## config.mk

```make
export PLATFORM = sky130hd
export DESIGN_NAME = fifo_flush_reader
export DESIGN_NICKNAME = d
export VERILOG_FILES = /design/src/rtl/fifo_flush_pkg.sv /design/src/rtl/nibble_packer.sv /design/src/rtl/fifo_flush_reader.sv
export SDC_FILE = /design/constraint.sdc
export NUM_CORES = 1
export LEC_CHECK = 0
export BUFFER_PORTS_ARGS = -buffer_cell sky130_fd_sc_hd__clkbuf_2
export CAP_MARGIN = 20
export CORE_UTILIZATION = 50
export CTS_CLUSTER_DIAMETER = 40
export DETAILED_ROUTE_END_ITERATION = 6
export HOLD_SLACK_MARGIN = 0.05
export PLACE_DENSITY_LB_ADDON = 0.1
export SLEW_MARGIN = 10
export SYNTH_ARGS = -nofsm -noshare
export SYNTH_HDL_FRONTEND = slang
export SYNTH_SLANG_ARGS = --single-unit
```

## constraint.sdc

```tcl
create_clock -name rclock -period 1.8 [get_ports rclock]
set_input_delay 0.36 -clock rclock [delete_from_list [all_inputs] [get_ports rclock]]
set_output_delay 0.36 -clock rclock [all_outputs]
set_load 0.01 [all_outputs]
```

## src/rtl/fifo_flush_pkg.sv

```systemverilog
// Shared types and constants for the nibble-FIFO drain reader.
// Holds the FSM state encoding, nibble/word geometry and the packed word type.
// No logic; imported by fifo_flush_reader and nibble_packer.
package fifo_flush_pkg;

    localparam int NIB_W     = 4;                  // FIFO entry width
    localparam int WORD_NIBS = 8;                  // nibbles per output word
    localparam int WORD_W    = NIB_W * WORD_NIBS;  // 32-bit output word
    localparam int CNT_W     = 6;                  // drained-entry counter width
    localparam int SLOT_W    = $clog2(WORD_NIBS) + 1;  // nib_cnt plus headroom for nib_cnt+pop_q

    typedef enum logic [1:0] {
        IDLE  = 2'd0,
        DRAIN = 2'd1,
        TAIL  = 2'd2,
        DONE  = 2'd3
    } state_t;

    typedef logic [NIB_W-1:0]  nib_t;
    typedef logic [WORD_W-1:0] word_t;

endpackage

```

## src/rtl/nibble_packer.sv

```systemverilog
// Nibble packer: assembles captured nibbles into a word and holds it on a valid/ready output.
// Latency: word appears on out_data the cycle after its last nibble is captured.
// Backpressure: out_data/out_valid held stable while out_valid && !out_ready; caller must not
// complete a word while the output register is occupied (slot_free tells it when it may).
// Ports: cap/cap_data capture a nibble into slot nib_cnt; tail_load emits the partial word
// (upper nibbles already zero); tail_drop discards it; word_loading flags a full word moving
// to the output register this cycle; slot_free = output register can take a word this cycle.
module nibble_packer
    import fifo_flush_pkg::*;
(
    input  logic              rclock,
    input  logic              reset,
    input  logic              cap,
    input  nib_t              cap_data,
    input  logic              tail_load,
    input  logic              tail_drop,
    input  logic              out_ready,
    output word_t             out_data,
    output logic              out_valid,
    output logic [SLOT_W-1:0] nib_cnt,
    output logic              word_loading,
    output logic              slot_free
);

    word_t pack_q;
    word_t pack_next;

    // Pack register with the incoming nibble dropped into its slot.
    always_comb begin
        pack_next = pack_q;
        for (int k = 0; k < WORD_NIBS; k++) begin
            if (nib_cnt == SLOT_W'(k)) begin
                pack_next[k*NIB_W +: NIB_W] = cap_data;
            end
        end
    end

    assign word_loading = cap && (nib_cnt == SLOT_W'(WORD_NIBS - 1));
    assign slot_free    = !out_valid || out_ready;

    // pack_q is cleared whenever its contents leave, so a partial word emitted
    // later always has its unused upper nibbles at zero.
    always_ff @(posedge rclock) begin
        if (reset) begin
            pack_q    <= '0;
            nib_cnt   <= '0;
            out_data  <= '0;
            out_valid <= 1'b0;
        end else begin
            if (out_valid && out_ready) begin
                out_valid <= 1'b0;
            end
            if (word_loading) begin
                out_data  <= pack_next;
                out_valid <= 1'b1;
                pack_q    <= '0;
                nib_cnt   <= '0;
            end else if (cap) begin
                pack_q    <= pack_next;
                nib_cnt   <= nib_cnt + SLOT_W'(1);
            end else if (tail_load) begin
                out_data  <= pack_q;
                out_valid <= 1'b1;
                pack_q    <= '0;
                nib_cnt   <= '0;
            end else if (tail_drop) begin
                pack_q    <= '0;
                nib_cnt   <= '0;
            end
        end
    end

endmodule

```

## src/rtl/fifo_flush_reader.sv

```systemverilog
// Read-side drain controller: on drain_start_i pops the nibble FIFO until empty, packs 8 nibbles
// per 32-bit word (first popped in [3:0]) and presents words on out_valid_o/out_ready_i.
// Latency: FIFO data lands 1 cycle after fifo_pop_o; word valid 1 cycle after its last capture.
// Backpressure: pops stall before the word-completing nibble while the output slot is busy.
// Ports: rclock/reset (sync, active high); drain_start_i; fifo_empty_i/fifo_rd_data_i/fifo_pop_o
// to the FIFO; out_data_o/out_valid_o/out_ready_i downstream; busy_o, done_o, drained_cnt_o status.
// Build option FIFO_FLUSH_READER_PAD_EN: emit a trailing partial word zero-padded; otherwise drop it.
module fifo_flush_reader
    import fifo_flush_pkg::*;
(
    input  logic             rclock,
    input  logic             reset,
    input  logic             drain_start_i,
    input  logic             fifo_empty_i,
    input  logic [NIB_W-1:0] fifo_rd_data_i,
    output logic             fifo_pop_o,
    output logic [WORD_W-1:0] out_data_o,
    output logic             out_valid_o,
    input  logic             out_ready_i,
    output logic             busy_o,
    output logic             done_o,
    output logic [CNT_W-1:0] drained_cnt_o
);

    state_t            state;
    logic              pop_q;
    logic [SLOT_W-1:0] nib_cnt;
    logic [SLOT_W-1:0] fill;
    logic              word_loading;
    logic              slot_free;
    logic              tail_load;
    logic              tail_drop;

    nibble_packer u_packer (
        .rclock       (rclock),
        .reset        (reset),
        .cap          (pop_q),
        .cap_data     (fifo_rd_data_i),
        .tail_load    (tail_load),
        .tail_drop    (tail_drop),
        .out_ready    (out_ready_i),
        .out_data     (out_data_o),
        .out_valid    (out_valid_o),
        .nib_cnt      (nib_cnt),
        .word_loading (word_loading),
        .slot_free    (slot_free)
    );

    // Nibbles captured or in flight once this cycle's capture lands.
    assign fill = nib_cnt + SLOT_W'(pop_q);

    // The pop that would complete a word is only issued when the output
    // register is guaranteed free next cycle.
    assign fifo_pop_o = (state == DRAIN) && !fifo_empty_i &&
                        ((fill < SLOT_W'(WORD_NIBS - 1)) || (slot_free && !word_loading));

    assign busy_o = (state != IDLE);
    assign done_o = (state == DONE) && slot_free;

`ifdef FIFO_FLUSH_READER_PAD_EN
    assign tail_load = (state == TAIL) && slot_free;
    assign tail_drop = 1'b0;
`else
    assign tail_load = 1'b0;
    assign tail_drop = (state == TAIL);
`endif

    always_ff @(posedge rclock) begin
        if (reset) begin
            state         <= IDLE;
            pop_q         <= 1'b0;
            drained_cnt_o <= '0;
        end else begin
            pop_q <= fifo_pop_o;
            if (fifo_pop_o && (drained_cnt_o != {CNT_W{1'b1}})) begin
                drained_cnt_o <= drained_cnt_o + CNT_W'(1);
            end
            case (state)
                IDLE: begin
                    // No pops happen in IDLE, so the clear cannot race the increment.
                    if (drain_start_i) begin
                        drained_cnt_o <= '0;
                        state         <= DRAIN;
                    end
                end
                DRAIN: begin
                    // Empty is sampled live, so late writes keep the drain going.
                    if (fifo_empty_i && !pop_q) begin
                        state <= (nib_cnt != '0) ? TAIL : DONE;
                    end
                end
                TAIL: begin
                    if (tail_load || tail_drop) begin
                        state <= DONE;
                    end
                end
                DONE: begin
                    if (slot_free) begin
                        state <= IDLE;
                    end
                end
                default: state <= IDLE;
            endcase
        end
    end

endmodule

```

==> impl_metrics.toml <==
[timing]
layout_setup_ws_ps = -219
clock.fmax_mhz = 495
drv_slew = 0
finalClockSkew_ps = 4.84
max_slew_margin_pct = 73.0
worst_slew_pin_slew_ps = 405
holdWs_ps = 320
post-route-min-period_ps = 2020
setup_viol = 6
fin_crit_sh_pct = 112
rsz0062_at_grt = "true"
hold_viol_final = 0

[clock_tree]
hold_buffers = 0
clockBufferDepth = 2
h-tree-depth = 3
path_clk_slew_ps = 70
root_buffer = "clkbuf_8"
cts_buffers = 9
clk_latency_ps = 340
cts_tree = "done"
cts.sinks = 74

[yosys]
syn_inst = 355
yosysTopAreaCell = "dfxtp_1"
synth_area_mm2 = 0.00315
syn_nets = 377
async_flop_share_pct = 0
synth_edf_count = 0
ys_warn_count = 0
synth_cell_types = 41
synthFlopType = "dfxtp_1"
ys_seq_area_share_pct = 47.1
synthDominantCellAreaShare_pct = 47.1
synth.most_common_cell = "dfxtp_1"
ys_ff_latch = 74
ys_top_cells_by_area = "dfxtp_1 (47%), a22oi_1 (6.7%), nor2_1 (6.1%)"
syn_avg_cell_area_um2 = 8.87
synthTopCellsByCount = "dfxtp_1 (74), nor2_1 (51), nand2_1 (42)"

[grt]
gr-usage-met3_pct = 7.64
grt_use_met2_pct = 38.4
grt.busiest_layer = "met2"
grtUsageTotal_pct = 23.5
grt_pass1_vias = 2498
grt_overflow = 0
grt_pass1_wl_um = 11700
antenna_found_initial = 0
grt_max_degree = 34
grtUsageMet1_pct = 28.6

[detailed_routing]
drcViolationCount = 0
wire_per_inst_um = 14.1
vias = 2655
drt_iter0_markers = 129
firstDrtPassIters = 4
viasPerCell = 5.40
routed_wl_um = 6930
ant_nets = 0

[run_status]
status = "complete, but fails checks"
violations = "setup timing"

[finish]
design_area_mm2 = 0.00385
drive_gt1_share_pct = 25.9
antenna_cells = 0
seq_area_mm2 = 0.00149
multiInputGateArea_mm2 = 0.00160
fill_cells = 535
fin_nets = 436
area_growth_pct = 22.4

[hold_path]
min_path_type = "input port to register"

[placed_design]
gp_congestion = 0.793
placed_cell_area_mm2 = 0.00361
portBuffers = 50
dp_hpwl_um = 4880

[floorplan]
rows = 28
fp.coreArea_mm2 = 0.00599
fp.dieArea_mm2 = 0.00662
initial_core_util_pct = 52.5
die_height_um = 81.3
die_w_um = 81.3
ios = 51

[critical_path]
crit_path_end = "fifo_pop_o"
worstSetupStartpoint = "pop_q$_SDFF_PP0_"
critPathMaxFanout = 4
rr_endpoint = "drained_cnt_o[5]$_SDFF_PP0_"
crit_arrival_ps = 1660
cp.required_ps = 1440
ff2ff_path_depth = 9
cp-end-kind = "primary output"
crit_type = "register to primary output"
timing.rr.start = "pop_q$_SDFF_PP0_"
r2r_slack_ps = -160
startpoint_type = "register"

[power_and_ir_drop]
power-per-cell-area_mw_per_mm2 = 934
p_leak_uw = 0.00148
power_uw = 3600
ir_drop_uv = 763

[run]
maxCapViolCount = 0
-- layout by cell type, fill, tap and decap left out, types with 2 or more instances in the layout --
cell      instances
dfxtp_4           2
nor2_1           50
nor3_1            4
xor2_1            2
nand3_1           4
nand2_1          42
clkinv_2          3
a21oi_2           2
a22oi_1          28
o21ai_0           4
a21oi_1          28
a211oi_1         13
clkbuf_2         49
buf_12            2
ha_4              2
buf_6             3
ha_1             11
and2_1            8
clkbuf_8          9
mux2i_1          13
o21bai_1          6
and2_2            2
inv_1             8
buf_4            18
nand2b_1          2
dfxtp_1          71
-- power breakdown --
part           switching [uW]  leakage (uW)  internal (uW)
clock                     569     0.0000918            618
combinational             414      0.000791            285
sequential               36.4      0.000599           1680
-- kinds of logic after synthesis --
| family | Yosys count | share of synthesized area, % |
|---|---|---|
| compound gates | 93 | 20.4 |
| simple gates | 125 | 17.8 |
| buf+inv | 34 | 4.65 |
| flops | 74 | 47.1 |
| mux | 13 | 4.13 |
| xor+xnor | 3 | 0.835 |
| fa+ha+maj | 13 | 5.17 |
-- registers in the layout, indices dropped and copies added, names as in the netlist --
register / cells
u_packer.out_data: 32
u_packer.pack_q: 28
drained_cnt_o: 6
u_packer.nib_cnt: 4
state: 2
pop_q: 1
u_packer.out_valid: 1
-- per-layer routing --
| metal | vias to the layer above | wire [um] |
|---|---|---|
| met5 | - | 0 |
| met1 | 1237 | 3230 |
| li1 | 1350 | - |
| met2 | 61 | 3340 |
| met4 | 0 | 78 |
| met3 | 7 | 275 |
-- repair_timing --
item	CTS	global route
resized for setup	3	15
setup buffers	3	2
setup endpoints to repair	2	22
cloned	0	0
pin swaps	4	7
endpoints found under the hold margin	0	0
-- worst max-delay path: stages (launching register included) --
cell and delay (ps):
dfxtp_4 360, ha_4 170, ha_4 170, xor2_4 150, a32oi_4 190, nor2_2 60, nor2_1 90, buf_2 130
-- stage by stage --
step                      cells  TNS, ps  util [%]  worst slack [ps]
after floorplan             355        0         -              6.69
after global placement      475    -22.1      60.2             -22.1
after detailed placement    475    -71.3      60.2             -71.3
after CTS                   492    -1450      63.6              -319
after global routing        492    -1260      64.3              -301
final                       492     -668      64.3              -219
-- worst min path at each step --
stage                                                  start                                 end  slack (ps)  cells after the start
after global routing                       fifo_rd_data_i[1]  u_packer.out_data[29]$_SDFFE_PP0P_         320                      3
after detailed placement  u_packer.out_data[12]$_SDFFE_PP0P_  u_packer.out_data[12]$_SDFFE_PP0P_         450                      2
final                                      fifo_rd_data_i[3]  u_packer.out_data[31]$_SDFFE_PP0P_         320                      3
after floorplan              u_packer.pack_q[0]$_SDFFE_PP0P_   u_packer.out_data[0]$_SDFFE_PP0P_         430                      2
after CTS                                  fifo_rd_data_i[3]  u_packer.out_data[31]$_SDFFE_PP0P_         310                      3
after global placement    u_packer.out_data[28]$_SDFFE_PP0P_  u_packer.out_data[28]$_SDFFE_PP0P_         440                      2
-- cell type report --
| type | instances | share of cell area [%] |
|---|---|---|
| flip-flops and latches | 74 | 38.7 |
| well taps | 75 | 2.44 |
| multi-input cells | 247 | 41.6 |
| clock buffers | 10 | 3.31 |
| repair buffers | 73 | 11.9 |
| inverters | 9 | 0.877 |
| clock inverters | 4 | 1.17 |
No activity file was read; power rests on OpenSTA's default activity.
